==> config.mk <==
export PLATFORM = sky130hd
export DESIGN_NAME = s2p_tile_buffer_flat
export DESIGN_NICKNAME = d
export VERILOG_FILES = /design/src/rtl/s2p_tile_buffer_if.sv /design/src/rtl/s2p_tile_buffer.sv /design/src/flat_wrapper.sv
export SDC_FILE = /design/constraint.sdc
export NUM_CORES = 1
export LEC_CHECK = 0
export CAP_MARGIN = 10
export CORE_MARGIN = 2
export CORE_UTILIZATION = 30
export DETAILED_ROUTE_END_ITERATION = 10
export GPL_TIMING_DRIVEN = 1
export PLACE_DENSITY = 0.6
export SETUP_SLACK_MARGIN = 0.3
export SYNTH_ARGS = -nofsm -noshare
export SYNTH_HDL_FRONTEND = slang
export SYNTH_SLANG_ARGS = --single-unit
==> constraint.sdc <==
create_clock -name clk -period 6.79 [get_ports clk]
set_input_delay 1.358 -clock clk [delete_from_list [all_inputs] [get_ports clk]]
set_output_delay 1.358 -clock clk [all_outputs]
set_load 0.01 [all_outputs]
==> src/rtl/s2p_tile_buffer_if.sv <==
// Operand stream in, completed im2col tile out, for s2p_tile_buffer.
// master = producer/consumer side, slave = the tile buffer.
interface s2p_tile_buffer_if #(
    parameter int DATA_WIDTH = 8,
    parameter int TILE       = 3,
    parameter int NUM_CH     = 2
);
    localparam int N = TILE * TILE;

    logic [NUM_CH*DATA_WIDTH-1:0]   i_data;
    logic [NUM_CH-1:0]              i_pad_zero;
    logic                           i_valid;
    logic                           o_ready;
    logic                           i_flush;
    logic [NUM_CH*N*DATA_WIDTH-1:0] o_tile;
    logic                           o_valid;
    logic                           i_ready;
    logic                           o_tile_flushed;

    modport master (
        output i_data, i_pad_zero, i_valid, i_flush, i_ready,
        input  o_ready, o_tile, o_valid, o_tile_flushed
    );

    modport slave (
        input  i_data, i_pad_zero, i_valid, i_flush, i_ready,
        output o_ready, o_tile, o_valid, o_tile_flushed
    );
endinterface

==> src/rtl/s2p_tile_buffer.sv <==
// Serial-to-parallel ping-pong tile collector for the GEMM operand path.
// Optional status outputs (tile count, stall sticky) enabled by S2P_STATUS_EN.
module s2p_tile_buffer #(
    parameter int DATA_WIDTH = 8,
    parameter int TILE       = 3,
    parameter int NUM_CH     = 2
) (
    input  logic                clk,
    input  logic                rstn,
    s2p_tile_buffer_if.slave    bus
`ifdef S2P_STATUS_EN
    ,
    output logic [15:0]         o_tile_count,
    output logic                o_stall_sticky
`endif
);
    localparam int N  = TILE * TILE;
    localparam int CW = $clog2(N);

    logic [1:0][NUM_CH-1:0][N*DATA_WIDTH-1:0] mem_q;
    logic [1:0]    full_q;
    logic [1:0]    flushed_q;
    logic          wr_q;
    logic          rd_q;
    logic [CW-1:0] cnt_q;
    logic          flush_pend_q;

    logic          ready;
    logic          accept;
    logic          last;
    logic          flush_eff;
    logic          close;
    logic          release_t;
    logic [CW-1:0] slot;

    assign ready     = !full_q[wr_q];
    assign accept    = bus.i_valid && ready;
    assign last      = accept && (cnt_q == CW'(N-1));
    // A flush seen while both banks were full is remembered until the write bank frees up.
    assign flush_eff = (bus.i_flush || flush_pend_q) && ready && ((cnt_q != '0) || accept);
    assign close     = last || flush_eff;
    assign release_t = full_q[rd_q] && bus.i_ready;
    assign slot      = CW'(N-1) - cnt_q;

    always_ff @(posedge clk or negedge rstn) begin
        if (!rstn) begin
            mem_q        <= '0;
            full_q       <= '0;
            flushed_q    <= '0;
            wr_q         <= 1'b0;
            rd_q         <= 1'b0;
            cnt_q        <= '0;
            flush_pend_q <= 1'b0;
        end else begin
            // Released bank is zeroed here: it is always the next bank to be written.
            if (release_t) begin
                mem_q[rd_q]     <= '0;
                full_q[rd_q]    <= 1'b0;
                flushed_q[rd_q] <= 1'b0;
                rd_q            <= ~rd_q;
            end
            if (accept) begin
                for (int c = 0; c < NUM_CH; c++) begin
                    mem_q[wr_q][c][slot*DATA_WIDTH +: DATA_WIDTH] <=
                        bus.i_pad_zero[c] ? '0 : bus.i_data[c*DATA_WIDTH +: DATA_WIDTH];
                end
            end
            if (close) begin
                full_q[wr_q]    <= 1'b1;
                flushed_q[wr_q] <= !last;
                wr_q            <= ~wr_q;
                cnt_q           <= '0;
            end else if (accept) begin
                cnt_q <= cnt_q + CW'(1);
            end
            flush_pend_q <= ready ? 1'b0 : (flush_pend_q || bus.i_flush);
        end
    end

    assign bus.o_ready        = ready;
    assign bus.o_valid        = full_q[rd_q];
    assign bus.o_tile         = mem_q[rd_q];
    assign bus.o_tile_flushed = flushed_q[rd_q];

`ifdef S2P_STATUS_EN
    logic [15:0] tile_count_q;
    logic        stall_q;

    always_ff @(posedge clk or negedge rstn) begin
        if (!rstn) begin
            tile_count_q <= '0;
            stall_q      <= 1'b0;
        end else begin
            if (release_t) tile_count_q <= tile_count_q + 16'd1;
            if (bus.i_valid && !ready) stall_q <= 1'b1;
        end
    end

    assign o_tile_count   = tile_count_q;
    assign o_stall_sticky = stall_q;
`endif
endmodule

==> src/flat_wrapper.sv <==
// flat-port wrapper written by rule: the top's interface ports become plain ports
module s2p_tile_buffer_flat 
#(
    parameter int DATA_WIDTH = 8,
    parameter int TILE       = 3,
    parameter int NUM_CH     = 2
)
  (clk, rstn, bus_i_data, bus_i_pad_zero, bus_i_valid, bus_i_flush, bus_i_ready, bus_o_ready, bus_o_tile, bus_o_valid, bus_o_tile_flushed);
  s2p_tile_buffer_if #(.DATA_WIDTH(DATA_WIDTH), .TILE(TILE), .NUM_CH(NUM_CH)) bus_i ();
  input  logic clk;
  input  logic rstn;
  input wire logic [$bits(bus_i.i_data)-1:0] bus_i_data;
  input wire logic [$bits(bus_i.i_pad_zero)-1:0] bus_i_pad_zero;
  input wire logic [$bits(bus_i.i_valid)-1:0] bus_i_valid;
  input wire logic [$bits(bus_i.i_flush)-1:0] bus_i_flush;
  input wire logic [$bits(bus_i.i_ready)-1:0] bus_i_ready;
  output wire logic [$bits(bus_i.o_ready)-1:0] bus_o_ready;
  output wire logic [$bits(bus_i.o_tile)-1:0] bus_o_tile;
  output wire logic [$bits(bus_i.o_valid)-1:0] bus_o_valid;
  output wire logic [$bits(bus_i.o_tile_flushed)-1:0] bus_o_tile_flushed;
  assign bus_i.i_data = bus_i_data;
  assign bus_i.i_pad_zero = bus_i_pad_zero;
  assign bus_i.i_valid = bus_i_valid;
  assign bus_i.i_flush = bus_i_flush;
  assign bus_i.i_ready = bus_i_ready;
  assign bus_o_ready = bus_i.o_ready;
  assign bus_o_tile = bus_i.o_tile;
  assign bus_o_valid = bus_i.o_valid;
  assign bus_o_tile_flushed = bus_i.o_tile_flushed;
  s2p_tile_buffer #(.DATA_WIDTH(DATA_WIDTH), .TILE(TILE), .NUM_CH(NUM_CH)) u_core (.clk(clk), .rstn(rstn), .bus(bus_i));
endmodule
# Word-level counts from Yosys, hierarchy flattened
# Cells that the tools add are included.
# word_totals
reg_bits,299
latchBits,0
romBits,0
mem_bits_rw,0
memories,0
wordCells,75
output_inout_bits,147
# classes
n_mul,0
order_cmp,4
n_eq_ne,1
n_shift,3
add_sub_neg,3
div,0
bitwise,8
mux,32
n_reduce_logical,14
# op_table
operator,count
bitwise mux 288 bit,2
two-way mux 144 bit,4
two-way mux 288 bit,2
demux 144 bit (select 1 bit),3
bitwise AND 288 bit,1
inverter 288 bit,1
indexed part select 8 x 34 -> 72 bit,2
two-way mux 72 bit,1
"variable shift 8 x 34 -> 72 bit, first input constant",1
negator 7 -> 34 bit,1
two-way mux 8 bit,2
two-way mux 1 bit,9
two-way mux 2 bit,4
two-way mux 4 bit,2
logical AND 1 bit,7
"adder 4 x 1 -> 4 bit, second input constant",1
bitwise AND 2 bit,2
"== test 4 bit, second input constant",1
"less-than comparator 1 x 2 -> 1 bit, second input constant",2
nonzero test 4 bit,1
"subtractor 4 bit, first input constant",1
logical OR 1 bit,3
bitwise mux 2 bit,1
demux 1 bit (select 1 bit),2
6 further kinds,9

# Depth between registers and ports, before layout
# depth
word_depth,10
depth_mapped,15

# Least setup slack after synthesis
# OpenSTA, ideal clock, no wires.
# synth_path
kind,register -> register
start,reg u_core.cnt_q[0]
end,reg u_core.mem_q[112] (netlist bit)
path_stages_with_launch,13
t_arrival_ns,3.101
setup_slack_ns,3.609
required_time_ns,6.711
cell_sequence,dfrtp_1 buf_6 inv_1 ha_1 or2_2 nor2_1 ha_1 clkbuf_8 and2b_2 a32o_1 o211ai_2 buf_4 mux2i_1
# synth_between
elab_chain_cells,7
# synth_lines
element,line,rtl
start: declaration,s2p_tile_buffer.sv:25,logic [CW-1:0] cnt_q;
start signal: assignment,s2p_tile_buffer.sv:74,cnt_q <= cnt_q + CW'(1);
subtractor 4 bit (*),s2p_tile_buffer.sv:43,assign slot = CW'(N-1) - cnt_q;
negator 7 -> 34 bit (*),s2p_tile_buffer.sv:65,bus.i_pad_zero[c] ? '0 : bus.i_data[c*DATA_WIDTH +: DATA_WIDTH];
variable shift 8 x 34 -> 72 bit,s2p_tile_buffer.sv:64,mem_q[wr_q][c][slot*DATA_WIDTH +: DATA_WIDTH] <=
two-way mux 144 bit,s2p_tile_buffer.sv:65,
demux 144 bit (select 1 bit),--,
bitwise mux 288 bit (*),s2p_tile_buffer.sv:64,
two-way mux 288 bit (*),s2p_tile_buffer.sv:62,if (accept) begin
end signal: indexed assignment,s2p_tile_buffer.sv:64,
end: declaration,s2p_tile_buffer.sv:20,logic [1:0][NUM_CH-1:0][N*DATA_WIDTH-1:0] mem_q;
# Every way passes the cells marked *; elsewhere a longest branch is shown, timed or not.
# A chain may end at the register's enable or synchronous reset.

# Worst setup path after layout
# layout_path
start,reg u_core.rd_q
end,out bus_o_tile[57]
# layout_between
elab_chain_cells,2
# layout_lines
element,line,rtl
start: declaration,s2p_tile_buffer.sv:24,logic rd_q;
start signal: assignment,s2p_tile_buffer.sv:60,rd_q <= ~rd_q;
two-way mux 144 bit (not written as such) (2 in a row),s2p_tile_buffer.sv:82,assign bus.o_tile = mem_q[rd_q];
end: declaration,flat_wrapper.sv:18,output wire logic [$bits(bus_i.o_tile)-1:0] bus_o_tile;
# Every way passes these cells. The select of a mux whose other input is x is not followed.

==> out/results.ini <==
[cts]
cts_setup_buffers = 0
cts_tree = done
cts_buffer_depth = 3
cts.sinks = 299
clk_pin_slew_ps = 60
holdBufCountCts = 0
cts_root_buffer = clkbuf_16
htree_levels = 2
clkLatencyLatePin_ps = 550
cts_resized = 0
cts_buffers = 36

[timing]
setup-tns-final_ps = 0
finClkSkew_ps = 12.96
setup_viol_count_final = 0
rsz0062_at_grt = no
post-route-period-util_pct = 66.80
max_slew_margin_pct = 17.66
fmax_mhz = 220.5
worst_slack_ps = 2255
tightest_slew_ps = 1235
hold_viol_final = 0
drv_slew = 0
period_minus_slack_ps = 4535

[synthesis]
synth-async-reset-ratio_pct = 100.0
synth_flop_cell = dfrtp_1
syn_area_mm2 = 0.01492
yosysTopAreaCell = dfrtp_1
syn_inst = 1312
synthTopCellsByCount = nand2_1 (334), dfrtp_1 (299), mux2i_1 (273), mux2_2 (146), clkbuf_1 (52)
synth_edf_count = 0
synth_top_area_share_pct = 50.15
syn_area_per_cell_um2 = 11.37
syn_nets = 1342
synth.most_common_cell = nand2_1
ys_seq_area_share_pct = 50.15
synth_area_leaders = dfrtp_1 (50%), mux2i_1 (18%), mux2_2 (11%)
post_synth_num_cell_types = 57
yosys_register_bits = 299
yosys_warnings = 0

[power_and_ir_drop]
p_clk_share_pct = 35.5
total_power_w = 0.005317
ir_drop_mv = 0.2108
p_int_w = 0.003460
leakagePower_nw = 8.827
switching_share_pct = 34.94
p_per_area_mw_per_mm2 = 290.9
p_comb_share_pct = 26.6
seqPwrFrac_pct = 37.9
netSwitchingPower_w = 0.001858

[worst_setup_path]
critical_path_arrival_ps = 3180
reg2reg_slack_ps = 2740
criticalPathCategory = flip-flop to primary output
crit_path_max_fanout = 94
worst_setup_path_end_kind = primary output
startpoint_type = flip-flop
required_ps = 5430

[drt]
vias_per_cell = 4.873
wl_per_cell_um = 20.85
via_count = 10420
antenna_left = 0
wirelength_mm = 44.57
drt_iter0_markers = 684
drc = 0
drt_pass1_iterations = 5

[floorplan]
core_mm2 = 0.04905
die_h_um = 227.0
fp-row-count = 81
die_w_um = 227.0
die_area_mm2 = 0.05154
ios = 170
initial_core_util_pct = 30.42

[global_routing]
grt_max_degree = 140
antenna_found_initial = 0
grt_pass1_wl_mm = 68.40
globalRouteOverflowTotal = 0
grt_pass1_vias = 11040
grt_use_total_pct = 17.51

[cells_and_area]
antennaDiodeCount = 0
multi_input_area_mm2 = 0.006912
seq_area_mm2 = 0.007486
instances_no_fill = 2138
area_growth_pct = 22.51
layout-drive-gt1-share_pct = 17.91
nNetsFinal = 1476
fill_cells = 4838

[placed_design]
io_buffers = 169
place_congestion = 0.7917
dp_slack_ps = 2758
place_hpwl_mm = 28.18
place_inst = 2072

[worst_hold_path]
hold_path_class = flip-flop to flip-flop

[outcome]
status = complete, no violations

[flow_run]
cap_viol_max_count = 0

## power groups by stage
stage	Sequential, W	Combinational, W	Clock, W
after floorplan	0.00193	0.00108	0
after global placement	0.00204	0.00142	0
after detailed placement	0.00205	0.00143	0
after CTS	0.00202	0.00144	0.00194
after global routing	0.00203	0.00153	0.00202
final	0.00202	0.00141	0.00189
## cells in the final DEF, fill, tap and decap left out, types with 2 or more instances in the layout
cell,instances
nand2_1,334
dfrtp_1,298
mux2i_1,273
clkdlybuf4s50_1,168
mux2_2,146
clkbuf_16,37
nand3_1,19
nand4_1,18
nand2b_1,18
buf_4,18
o21ai_0,17
and2b_2,11
clkinv_2,9
nor2_1,7
ha_1,7
clkbuf_1,7
clkbuf_8,7
nor2b_1,6
inv_1,4
xnor2_1,4
nand3b_1,3
a21oi_2,3
and3_1,3
a2111o_1,3
inv_6,3
buf_12,3
nand2b_4,2
and2_1,2
or2_2,2
nor4b_2,2
nand4b_1,2
o211ai_2,2
a21oi_1,2
a22o_1,2
clkinvlp_4,2
## sequential cells by signal, summed over array words and instances (netlist names)
register,cells
u_core.mem_q,288
u_core.cnt_q,4
u_core.rd_q,1
u_core.flush_pend_q,1
u_core.wr_q,1
u_core.full_q,2
u_core.flushed_q,2
## worst max-delay path, cell delays in order (launching register included)
cell,delay (ps)
dfrtp_4,1030
buf_12,550
mux2_2,460
clkdlybuf4s50_1,500
## per-layer routing
layer	up-vias	part of all wire (%)	track usage [%]
met3	61	4.8	2.930
met2	251	46	27.36
met5	-	0	0
li1	4774	-	-
met1	5333	47	24.93
met4	0	2.3	5.208
## stage by stage
stage	hold slack, ps	utilization, %	cell area (um^2)
6_report	498.6	37.26	18280
5_1_grt	530.6	37.26	18280
4_1_cts	503.3	37.26	18280
3_5_place_dp	489.9	34.93	17140
3_3_place_gp	474.9	34.93	17140
2_1_floorplan	463.1	-	14920
## worst paths after layout
path	to	startpoint	cells after the start
max in group asynchronous	u_core.mem_q[185]	rstn	2
hold reg to reg	u_core.mem_q[155]	u_core.mem_q[155]	2
min in group asynchronous	u_core.mem_q[131]	rstn	1
setup reg to reg	u_core.mem_q[142]	u_core.cnt_q[0]	10
setup / recovery	bus_o_tile[57]	u_core.rd_q	3
hold / removal	u_core.mem_q[155]	u_core.mem_q[155]	2
## cell type report
cell class              instances  area share [%]
repair buffers                190           10.35
well taps                     664           4.545
inverters                       4         0.08214
multi-input cells             915           37.81
clock inverters                15          0.5202
flip-flops and latches        299           40.95
clock buffers                  51           5.736
## cell families (layout without fill, tap and decap cells)
kind of cell               after synthesis  in the layout  synth area share, %
AOI/OAI and AO/OA                       44             44                2.575
xor gates and xnor gates                 6              6               0.4528
adders and majority gates                7              7               0.5870
buffers and inverters                   98            260                3.774
DFF                                    299            299                50.15
muxes                                  419            419                29.33
and+or+nand+nor                        439            439                13.13
Note: power is estimated with default switching activity, not from simulation.
